$ cat src/rtl/counter_pkg.sv
// Shared constants and helpers for the up/down modulo counter family.
package counter_pkg;

  // Boundary behaviour selectors for the SATURATE parameter.
  localparam int unsigned CNT_WRAP = 0;
  localparam int unsigned CNT_SAT  = 1;

  // Width of the prescaler phase register; never below one bit.
  function automatic int unsigned presc_width(input int unsigned prescale);
    return (prescale > 1) ? $clog2(prescale) : 1;
  endfunction

endpackage

$ cat src/rtl/counter_updn_mod_if.sv
// Control/status bundle between a counter user (master) and the counter (slave).
interface counter_updn_mod_if #(
  parameter int unsigned WIDTH = 8
);

  logic             en;
  logic             up_dn;
  logic             load;
  logic [WIDTH-1:0] load_val;
  logic [WIDTH-1:0] count;
  logic             tc;
  logic             ovf;

  modport master (
    output en, up_dn, load, load_val,
    input  count, tc, ovf
  );

  modport slave (
    input  en, up_dn, load, load_val,
    output count, tc, ovf
  );

endinterface

$ cat src/rtl/counter_updn_mod_prescaler.sv
// Step qualifier: pulses tick on every PRESCALE-th enabled cycle.
module counter_prescaler
  import counter_pkg::*;
#(
  parameter int unsigned PRESCALE = 1
) (
  input  logic clk,
  input  logic reset,
  input  logic en,
  input  logic clr,
  output logic tick
);

  generate
    if (PRESCALE == 1) begin : g_bypass
      // Every enabled cycle is a step; no phase state is kept.
      logic unused_ok;
      assign unused_ok = &{1'b0, clk, reset, clr};
      assign tick      = en;
    end else begin : g_div
      localparam int unsigned PW = presc_width(PRESCALE);
      localparam logic [PW-1:0] LAST = PW'(PRESCALE - 1);

      logic [PW-1:0] pre_q;
      logic [PW-1:0] pre_d;

      // Phase advance: clear wins, otherwise roll over at LAST while enabled.
      always_comb begin
        pre_d = pre_q;
        if (clr) begin
          pre_d = '0;
        end else if (en) begin
          pre_d = (pre_q == LAST) ? '0 : pre_q + PW'(1);
        end
      end

      // Phase register.
      always_ff @(posedge clk or posedge reset) begin
        if (reset) begin
          pre_q <= '0;
        end else begin
          pre_q <= pre_d;
        end
      end

      assign tick = en && !clr && (pre_q == LAST);
    end
  endgenerate

endmodule

$ cat src/rtl/counter_updn_mod.sv
// Up/down modulo counter with load, prescaled enable, wrap/saturate and flags.
module counter_updn_mod
  import counter_pkg::*;
#(
  parameter int unsigned WIDTH    = 8,
  parameter int unsigned MAX_VAL  = 2**WIDTH - 1,
  parameter int unsigned SATURATE = CNT_WRAP,
  parameter int unsigned PRESCALE = 1
) (
  input  logic                clk,
  input  logic                reset,
  counter_updn_mod_if.slave   bus
);

  localparam logic [WIDTH-1:0] MAX_V   = WIDTH'(MAX_VAL);
  localparam logic [WIDTH:0]   MAX_EXT = (WIDTH + 1)'(MAX_VAL);
  localparam bit               SAT     = (SATURATE == CNT_SAT);

  logic [WIDTH-1:0] count_q;
  logic [WIDTH-1:0] count_d;
  logic             ovf_q;
  logic             ovf_d;
  logic             tick;
  logic [WIDTH:0]   lv_ext;

  counter_prescaler #(
    .PRESCALE (PRESCALE)
  ) u_prescaler (
    .clk   (clk),
    .reset (reset),
    .en    (bus.en),
    .clr   (bus.load),
    .tick  (tick)
  );

  // Zero-extended so the clamp compare stays meaningful when MAX_VAL is all ones.
  assign lv_ext = {1'b0, bus.load_val};

  // Next count: load (clamped) beats step; boundary checked before the add.
  always_comb begin
    count_d = count_q;
    ovf_d   = 1'b0;
    if (bus.load) begin
      count_d = (lv_ext > MAX_EXT) ? MAX_V : bus.load_val;
    end else if (tick) begin
      if (bus.up_dn) begin
        if (count_q == MAX_V) begin
          ovf_d   = 1'b1;
          count_d = SAT ? count_q : '0;
        end else begin
          count_d = count_q + WIDTH'(1);
        end
      end else begin
        if (count_q == '0) begin
          ovf_d   = 1'b1;
          count_d = SAT ? count_q : MAX_V;
        end else begin
          count_d = count_q - WIDTH'(1);
        end
      end
    end
  end

  // Count and overflow-pulse registers.
  always_ff @(posedge clk or posedge reset) begin
    if (reset) begin
      count_q <= '0;
      ovf_q   <= 1'b0;
    end else begin
      count_q <= count_d;
      ovf_q   <= ovf_d;
    end
  end

  assign bus.count = count_q;
  assign bus.ovf   = ovf_q;
  assign bus.tc    = bus.up_dn ? (count_q == MAX_V) : (count_q == '0);

endmodule

$ cat src/flat_wrapper.sv
// flat-port wrapper written by rule: the top's interface ports become plain ports
module counter_updn_mod_flat import counter_pkg::*;
#(
  parameter int unsigned WIDTH    = 8,
  parameter int unsigned MAX_VAL  = 2**WIDTH - 1,
  parameter int unsigned SATURATE = CNT_WRAP,
  parameter int unsigned PRESCALE = 1
)
  (clk, reset, bus_en, bus_up_dn, bus_load, bus_load_val, bus_count, bus_tc, bus_ovf);
  counter_updn_mod_if #(.WIDTH(WIDTH)) bus_i ();
  input  logic clk;
  input  logic reset;
  input wire logic [$bits(bus_i.en)-1:0] bus_en;
  input wire logic [$bits(bus_i.up_dn)-1:0] bus_up_dn;
  input wire logic [$bits(bus_i.load)-1:0] bus_load;
  input wire logic [$bits(bus_i.load_val)-1:0] bus_load_val;
  output wire logic [$bits(bus_i.count)-1:0] bus_count;
  output wire logic [$bits(bus_i.tc)-1:0] bus_tc;
  output wire logic [$bits(bus_i.ovf)-1:0] bus_ovf;
  assign bus_i.en = bus_en;
  assign bus_i.up_dn = bus_up_dn;
  assign bus_i.load = bus_load;
  assign bus_i.load_val = bus_load_val;
  assign bus_count = bus_i.count;
  assign bus_tc = bus_i.tc;
  assign bus_ovf = bus_i.ovf;
  counter_updn_mod #(.WIDTH(WIDTH), .MAX_VAL(MAX_VAL), .SATURATE(SATURATE), .PRESCALE(PRESCALE)) u_core (.clk(clk), .reset(reset), .bus(bus_i));
endmodule
$ cat config.mk
export PLATFORM = sky130hd
export DESIGN_NAME = counter_updn_mod_flat
export DESIGN_NICKNAME = d
export VERILOG_FILES = /design/src/rtl/counter_pkg.sv /design/src/rtl/counter_updn_mod_if.sv /design/src/rtl/counter_updn_mod_prescaler.sv /design/src/rtl/counter_updn_mod.sv /design/src/flat_wrapper.sv
export SDC_FILE = /design/constraint.sdc
export NUM_CORES = 1
export LEC_CHECK = 0
export BUFFER_PORTS_ARGS = -buffer_cell sky130_fd_sc_hd__buf_2
export CELL_PAD_IN_SITES_DETAIL_PLACEMENT = 2
export CELL_PAD_IN_SITES_GLOBAL_PLACEMENT = 2
export CORE_ASPECT_RATIO = 0.5
export CORE_UTILIZATION = 31
export DETAILED_ROUTE_END_ITERATION = 8
export PLACE_DENSITY_LB_ADDON = 0.3
export REMOVE_ABC_BUFFERS = 1
export SYNTH_ARGS = -nofsm -noshare
export SYNTH_HDL_FRONTEND = slang
export SYNTH_SLANG_ARGS = --single-unit
export TNS_END_PERCENT = 10
$ cat constraint.sdc
create_clock -name clk -period 6.9 [get_ports clk]
set_input_delay 2.07 -clock clk [delete_from_list [all_inputs] [get_ports clk]]
set_output_delay 2.07 -clock clk [all_outputs]
set_load 0.01 [all_outputs]
# ---- After elaboration in Yosys (flattened, before gate mapping)
# Index checks and enable logic that the tools add are counted.
dict set report classes {
  addsub 2
  n_lt_le_gt_ge 1
  n_eq_ne 1
  n_mux 12
  n_reduce_logical 2
}
# cell count
set op_table {}
lappend op_table {{two-way mux 8 bit} 6}
lappend op_table {{adder 8 x 1 -> 8 bit (second input constant)} 1}
lappend op_table {{equality test 8 bit (second input constant)} 1}
lappend op_table {{> comparator 8 bit (second input constant)} 1}
lappend op_table {{logical NOT 8 bit} 1}
lappend op_table {{subtractor 8 x 1 -> 8 bit (second input constant)} 1}
lappend op_table {{two-way mux 1 bit} 6}
lappend op_table {{nonzero test 2 bit} 1}
dict set report word_totals {
  register_bits 9
  input_bits 13
  output_inout_bits 10
  word_cells 20
}

# ---- Longest topological paths before layout
# Gate-level depths: netlist (run 1).
dict set report logic_depth {
  ltp_word 5
  mapped_depth 7
  mapped_depth_nobuf 6
}

# ---- Cells and area by module
# Synthesis (run 1) repeated with hierarchy kept, for this count alone.
dict set report hier_totals {
  cells_unflattened 115
  area_unflattened_um2 894.6
}
# mod n_inst cells_each area_per_inst_um2 seq_area_each_um2
set by_module_without_submodules {}
lappend by_module_without_submodules {counter_updn_mod 1 114 887.1 225.2}
lappend by_module_without_submodules {counter_prescaler 1 1 7.5 0.0}

# ---- Worst setup path after synthesis (run 1)
# OpenSTA, ideal clock, no wires.
dict set report synth_timing {
  kind {input to output}
  startpoint {input port bus_up_dn}
  endpoint {output port bus_tc}
  arrival_ps 2800
  required_ps 4830
  slack_ps 2030
  path_stages 4
  path_buffers 1
  path_cell_list {clkbuf_1 -> nand2_1 -> nor3_1 -> or2_1}
}
dict set report synth_via {
  elab_chain_cells 1
}
# item line
set synth_rtl {}
lappend synth_rtl {{start, declared} flat_wrapper.sv:14} ;# input wire logic [$bits(bus_i.up_dn)-1:0] bus_up_dn;
lappend synth_rtl {{two-way mux 1 bit} counter_updn_mod.sv:77} ;# assign bus.tc = bus.up_dn ? (count_q == MAX_V) : (count_q == '0);
lappend synth_rtl {{end, declared} flat_wrapper.sv:18} ;# output wire logic [$bits(bus_i.tc)-1:0] bus_tc;
# Every way passes these cells.

# ---- Worst setup path after layout (run 1)
# Same ends and word-level chain as after synthesis.

==> reports/qor.yml, run 1 <==
outcome:
  outcome: "finished, final reports clean"
floorplanning:
  fp.dieH_microns: 39.3
  coreArea_sq_um: 2620
  start_util_pct: 33.0
  die_area_sq_um: 3010
  ios: 23
  die_w_microns: 76.6
  fp-row-count: 13
finish:
  diodes: 0
  fill_cells: 323
  layout.nets: 142
  final_cell_mix: "22 x buf_2, 10 x nand2_1, 9 x dfrtp_1"
  syn2layout_area_growth_pct: 18.1
  layout_commonest_cell: "buf_2"
  final_cell_area_sq_um: 1020
  layout-drive-gt1-share_pct: 25.6
  final_util_pct: 38.9
timing:
  finClkSkew_ps: 1.36
  worst_slack_ps: 1700
  finalSetupViolCount: 0
  rsz0062_at_grt: "false"
  fmax_ghz: 0.192
  relSlewSlack_pct: 67.7
  report.final.slew_viol_count: 0
  worstMarginPinSlew_ps: 484
  hold_viol_final: 0
  finalSetupTns_ps: 0
  period_share_pct: 75.4
  post-route-min-period_ps: 5200
clocking:
  cts_htree_levels: 1
  numCtsBuffers: 3
  clkSinkCount: 9
  cts_tree: "done"
  clockRootBuffer: "clkbuf_8"
  clk_pin_slew_ps: 50
  clk_latency_ps: 230
  cts_buffer_depth: 2
  postCtsResizedCells: 0
  hold_buffers: 0
  cts_setup_buffers: 0
yosys:
  ys_seq_elements: 9
  yosysSeqAreaShare_pct: 26.1
  synth_top_area_share_pct: 26.1
  yosys.area.top_type: "dfrtp_1"
  syn_inst: 108
  ys_warn_count: 0
  syn_area_per_cell_sq_um: 7.99
  yosysUniqueCellTypes: 43
  netlist_top_cells_area: "dfrtp_1 26%, o41ai_2 5.7%, ha_1 4.3%"
  synth_area_sq_um: 863
setup_path:
  reg2regPathDepth: 6
  critPathLaunchType: "input port"
  end_kind: "output pin"
  cp_cell_sequence: "buf_2, or4_1, nor2_1, or2_1, buf_2"
  crit_start: "bus_up_dn"
  r2r_slack_ps: 4760
  cp-endpoint: "bus_tc"
  cpPeakStageDelay_ps: 450
  cp_max_fo: 11
  cp_slowest_cell: "or4_1"
  r2r-end: "u_core.bus.count[6]"
  r2r_start: "u_core.bus.count[0]"
  cpMostUsedCell: "buf_2"
  cp.arrival_ps: 3130
  path_class: "in2out"
  cp.required_ps: 4830
detailed_routing:
  vias: 880
  post_drt_wl_per_cell_microns: 16.7
  dr.first_iter.drc_count: 36
  via_per_inst: 5.43
  drc_errors: 0
  drt.antenna.violating_nets: 0
  routed_wl_mm: 2.70
  drtPass1Iterations: 4
placed_design:
  portBuffers: 22
  pre_cts_slack_ps: 1700
  place_hpwl_mm: 1.98
  place_area_sq_um: 975
  gp_congestion: 0.763
run:
  max_cap_viol_count: 0
grt:
  grt_pass1_wl_mm: 4.33
  grt_max_degree: 18
  antenna_found_initial: 0
  gr-total-overflow: 0
  grt_util_all_layers_pct: 19.4
  grt_pass1_vias: 860
pwr:
  fin_total_pwr_uw: 199
  powerDensity_nw_per_um2: 195
  irDropWorstVdd_mv: 0.0745
  p_leak_nw: 0.449
worst_hold_path:
  hp-class: "reg2reg"
flip-flops by register name, indices dropped and copies added (netlist names):
name,cells
u_core.bus.ovf,1
u_core.bus.count,8
worst max-delay path: cells and delay by family:
kind	cells	cell delay, ps
buffers and inverters	2	300
and+or+nand+nor	3	760
cell type report:
cell class | instances | area, sq um | area share, %
Multi-Input combinational cell | 85 | 574 | 56.3
Tap cell | 37 | 46.3 | 4.54
Inverter | 5 | 18.8 | 1.84
Sequential cell | 9 | 225 | 22.1
Clock buffer | 4 | 45.0 | 4.42
Timing Repair Buffer | 22 | 110 | 10.8
cells in the mapped netlist (all sizes together):
library cell / n
nor4b: 1
nor3: 6
inv: 5
o21ai: 5
and3: 4
a211oi: 1
or3: 2
nor3b: 1
nor2: 8
o22ai: 1
nand4: 2
or2: 1
mux2i: 1
and2: 2
o221ai: 1
a22oi: 1
o211ai: 1
or4b: 1
o41ai: 3
or4: 2
a21oi: 3
clkbuf: 5
a211o: 1
o31ai: 4
nand2: 10
a22o: 1
xnor2: 3
o32ai: 1
nand3: 3
o21ba: 1
ha: 3
buf: 4
nor2b: 2
a31oi: 2
dfrtp: 9
o311ai: 1
o21a: 1
nor4: 2
nand2b: 3
metal layers:
metal / global-route usage [%] / wire length [microns] / vias to the layer above / share of wire [%]
li1: - / - / 434 / -
met1: 25.8 / 1430 / 432 / 53
met2: 32.9 / 1190 / 12 / 44
met3: 4.88 / 73 / 2 / 2.7
met4: 2.88 / 6 / 0 / 0.22
met5: 0 / 0 / - / 0
metrics by stage:
step,std cells,hold WS [ps]
floorplan,99,654
detailed placement,158,682
global placement,158,691
global route,162,773
finish,162,712
CTS,162,696
power by group:
part           total, mW  switching (mW)  internal [mW]  leakage [nW]
registers         0.0768          0.0186         0.0582         0.110
logic             0.0603          0.0322         0.0281         0.317
clock network     0.0621          0.0218         0.0404        0.0228
kinds of logic after synthesis:
| group | after synthesis | share of synthesized area, % |
|---|---|---|
| DFF | 9 | 26.1 |
| and+or+nand+nor | 50 | 31.9 |
| xor gates and xnor gates | 3 | 3.04 |
| buffers and inverters | 14 | 7.39 |
| adders and majority gates | 3 | 4.35 |
| AOI/OAI and AO/OA | 28 | 26.1 |
| muxes | 1 | 1.16 |
worst min path at each step:
stage                        start             endpoint  slack [ps]  cells after the start
6_report       u_core.bus.count[7]  u_core.bus.count[7]         710                      2
3_3_place_gp   u_core.bus.count[7]  u_core.bus.count[7]         690                      2
3_5_place_dp   u_core.bus.count[7]  u_core.bus.count[7]         680                      2
2_1_floorplan  u_core.bus.count[7]  u_core.bus.count[7]         650                      2
4_1_cts        u_core.bus.count[7]  u_core.bus.count[7]         700                      2
5_1_grt        u_core.bus.count[7]  u_core.bus.count[7]         770                      2
Note: power is estimated with default switching activity, not from simulation.
==> inputs of run 2 (changes only) <==
--- a/config.mk
+++ b/config.mk
@@ -9,7 +9,7 @@
 export CELL_PAD_IN_SITES_DETAIL_PLACEMENT = 2
 export CELL_PAD_IN_SITES_GLOBAL_PLACEMENT = 2
 export CORE_ASPECT_RATIO = 0.5
-export CORE_UTILIZATION = 31
+export CORE_UTILIZATION = 29
 export DETAILED_ROUTE_END_ITERATION = 8
 export PLACE_DENSITY_LB_ADDON = 0.3
 export REMOVE_ABC_BUFFERS = 1
==> constraint.sdc (replaced) <==
create_clock -name clk -period 5.2 [get_ports clk]
set_input_delay 1.56 -clock clk [delete_from_list [all_inputs] [get_ports clk]]
set_output_delay 1.56 -clock clk [all_outputs]
set_load 0.01 [all_outputs]
==> run 2 against run 1 <==
Against the previous run:
- final cell count unchanged
- first-iteration DRC count increased by 2.8%
- cell area unchanged
- setup slack got worse by 720 ps
- routed wire length increased by 5.0%
- clock power increased by 36%
- register-to-register slack got worse by 1700 ps
- sequential power increased by 33%
- largest cell class unchanged
- highest routed layer is now met3
==> reports/qor.yml, run 2 (synthesis gave the netlist of run 1 again) <==
outcome:
  outcome: "finished, final reports clean"
timing:
  fmax_ghz: 0.237
  period_share_pct: 81.2
  post-route-min-period_ps: 4220
  finalSetupViolCount: 0
  worstMarginPinSlew_ps: 457
  holdWs_ps: 710
  finalSetupTns_ps: 0
  finClkSkew_ps: 3.91
  worst_slack_ps: 977
  report.final.slew_viol_count: 0
  relSlewSlack_pct: 69.6
  hold_viol_final: 0
  rsz0062_at_grt: "false"
clocking:
  numCtsBuffers: 3
  clk_pin_slew_ps: 50
  cts_buffer_depth: 2
  cts_tree: "done"
  postCtsResizedCells: 0
  hold_buffers: 0
  clk_latency_ps: 240
  clkSinkCount: 9
  cts_htree_levels: 1
  clockRootBuffer: "clkbuf_8"
  cts_setup_buffers: 0
detailed_routing:
  drt.antenna.violating_nets: 0
  drtPass1Iterations: 4
  via_per_inst: 5.57
  vias: 903
  routed_wl_mm: 2.83
  drc_errors: 0
  dr.first_iter.drc_count: 37
  post_drt_wl_per_cell_microns: 17.5
pwr:
  fin_total_pwr_uw: 267
  irDropWorstVdd_mv: 0.0789
  powerDensity_nw_per_um2: 262
  p_leak_nw: 0.449
finish:
  layout.nets: 142
  regArea_sq_um: 225
  largest_reg_flops: 8
  syn2layout_area_growth_pct: 18.1
  diodes: 0
  final_cell_mix: "22 x buf_2, 10 x nand2_1, 9 x dfrtp_1"
  stdcell_count: 162
  layout_commonest_cell: "buf_2"
  fill_cells: 336
  multi_input_area_sq_um: 574
  layout-drive-gt1-share_pct: 25.6
run:
  max_cap_viol_count: 0
placed_design:
  pre_cts_slack_ps: 1000
  dp_cells: 158
  gp_congestion: 0.792
  place_hpwl_mm: 2.06
  portBuffers: 22
floorplanning:
  start_util_pct: 32.0
  coreArea_sq_um: 2700
  fp.dieH_microns: 40.6
  ios: 23
  die_area_sq_um: 3210
  fp-row-count: 13
  die_w_microns: 79.2
setup_path:
  cpMostUsedCell: "buf_2"
  end_kind: "output pin"
  cp.arrival_ps: 2660
  cp_cell_sequence: "buf_2, or4_1, nor2_1, or2_1, buf_2"
  cp_max_fo: 11
  cp_slowest_cell: "or4_1"
  critPathLaunchType: "input port"
  cp.required_ps: 3640
  path_class: "in2out"
  cpPeakStageDelay_ps: 460
grt:
  grt_pass1_wl_mm: 4.59
  grt_use_met3_pct: 6.36
  grt_max_degree: 18
  use_met1_pct: 28.5
  grt_util_all_layers_pct: 20.3
  globalRoute.busiestLayer: "met2"
  antenna_found_initial: 0
  gr-total-overflow: 0
  grt_pass1_vias: 859
  grt_use_met2_pct: 31.3
worst_hold_path:
  hp-class: "reg2reg"
==> run 2: cell counts in the layout (fill, tap and decap cells not counted) <==
Identical to the previous run, type by type.
==> run 2: stage by stage <==
step	util, %	cell area, sq um
finish	37.8	1020
global route	37.8	1020
CTS	37.8	1020
detailed placement	36.1	975
global placement	36.1	975
floorplan	-	818
==> run 2: path summary, 6_finish.rpt <==
kind | from | endpoint | slack, ps | cells past startpoint
max | bus_up_dn | bus_tc | 980 | 5
min | u_core.bus.count[7] | u_core.bus.count[7] | 710 | 2
max reg2reg | u_core.bus.count[0] | u_core.bus.count[6] | 3110 | 6
min reg2reg | u_core.bus.count[7] | u_core.bus.count[7] | 710 | 2
max in group asynchronous | reset | u_core.bus.count[4] | 3620 | 2
min in group asynchronous | reset | u_core.bus.count[5] | 1300 | 2
==> run 2: critical path, delay by kind of cell <==
kind          cells  cell delay (ps)
simple gates      3              800
buf+inv           2              300
==> run 2: routing by layer <==
| metal | vias to the layer above | wire length [microns] |
|---|---|---|
| met5 | - | 0 |
| met4 | 0 | 0 |
| met3 | 0 | 152 |
| met2 | 24 | 1220 |
| met1 | 444 | 1460 |
| li1 | 435 | - |
==> run 2: power breakdown <==
part | internal [mW] | switching, mW | total (mW)
combinational | 0.0373 | 0.0433 | 0.0806
sequential | 0.0772 | 0.0243 | 0.102
clock | 0.0537 | 0.0309 | 0.0846
==> run 2: layout make-up <==
class	count	share of cell area, %
Clock buffer	4	4.42
Timing Repair Buffer	22	10.8
Sequential cell	9	22.1
Multi-Input combinational cell	85	56.3
Tap cell	37	4.54
Inverter	5	1.84
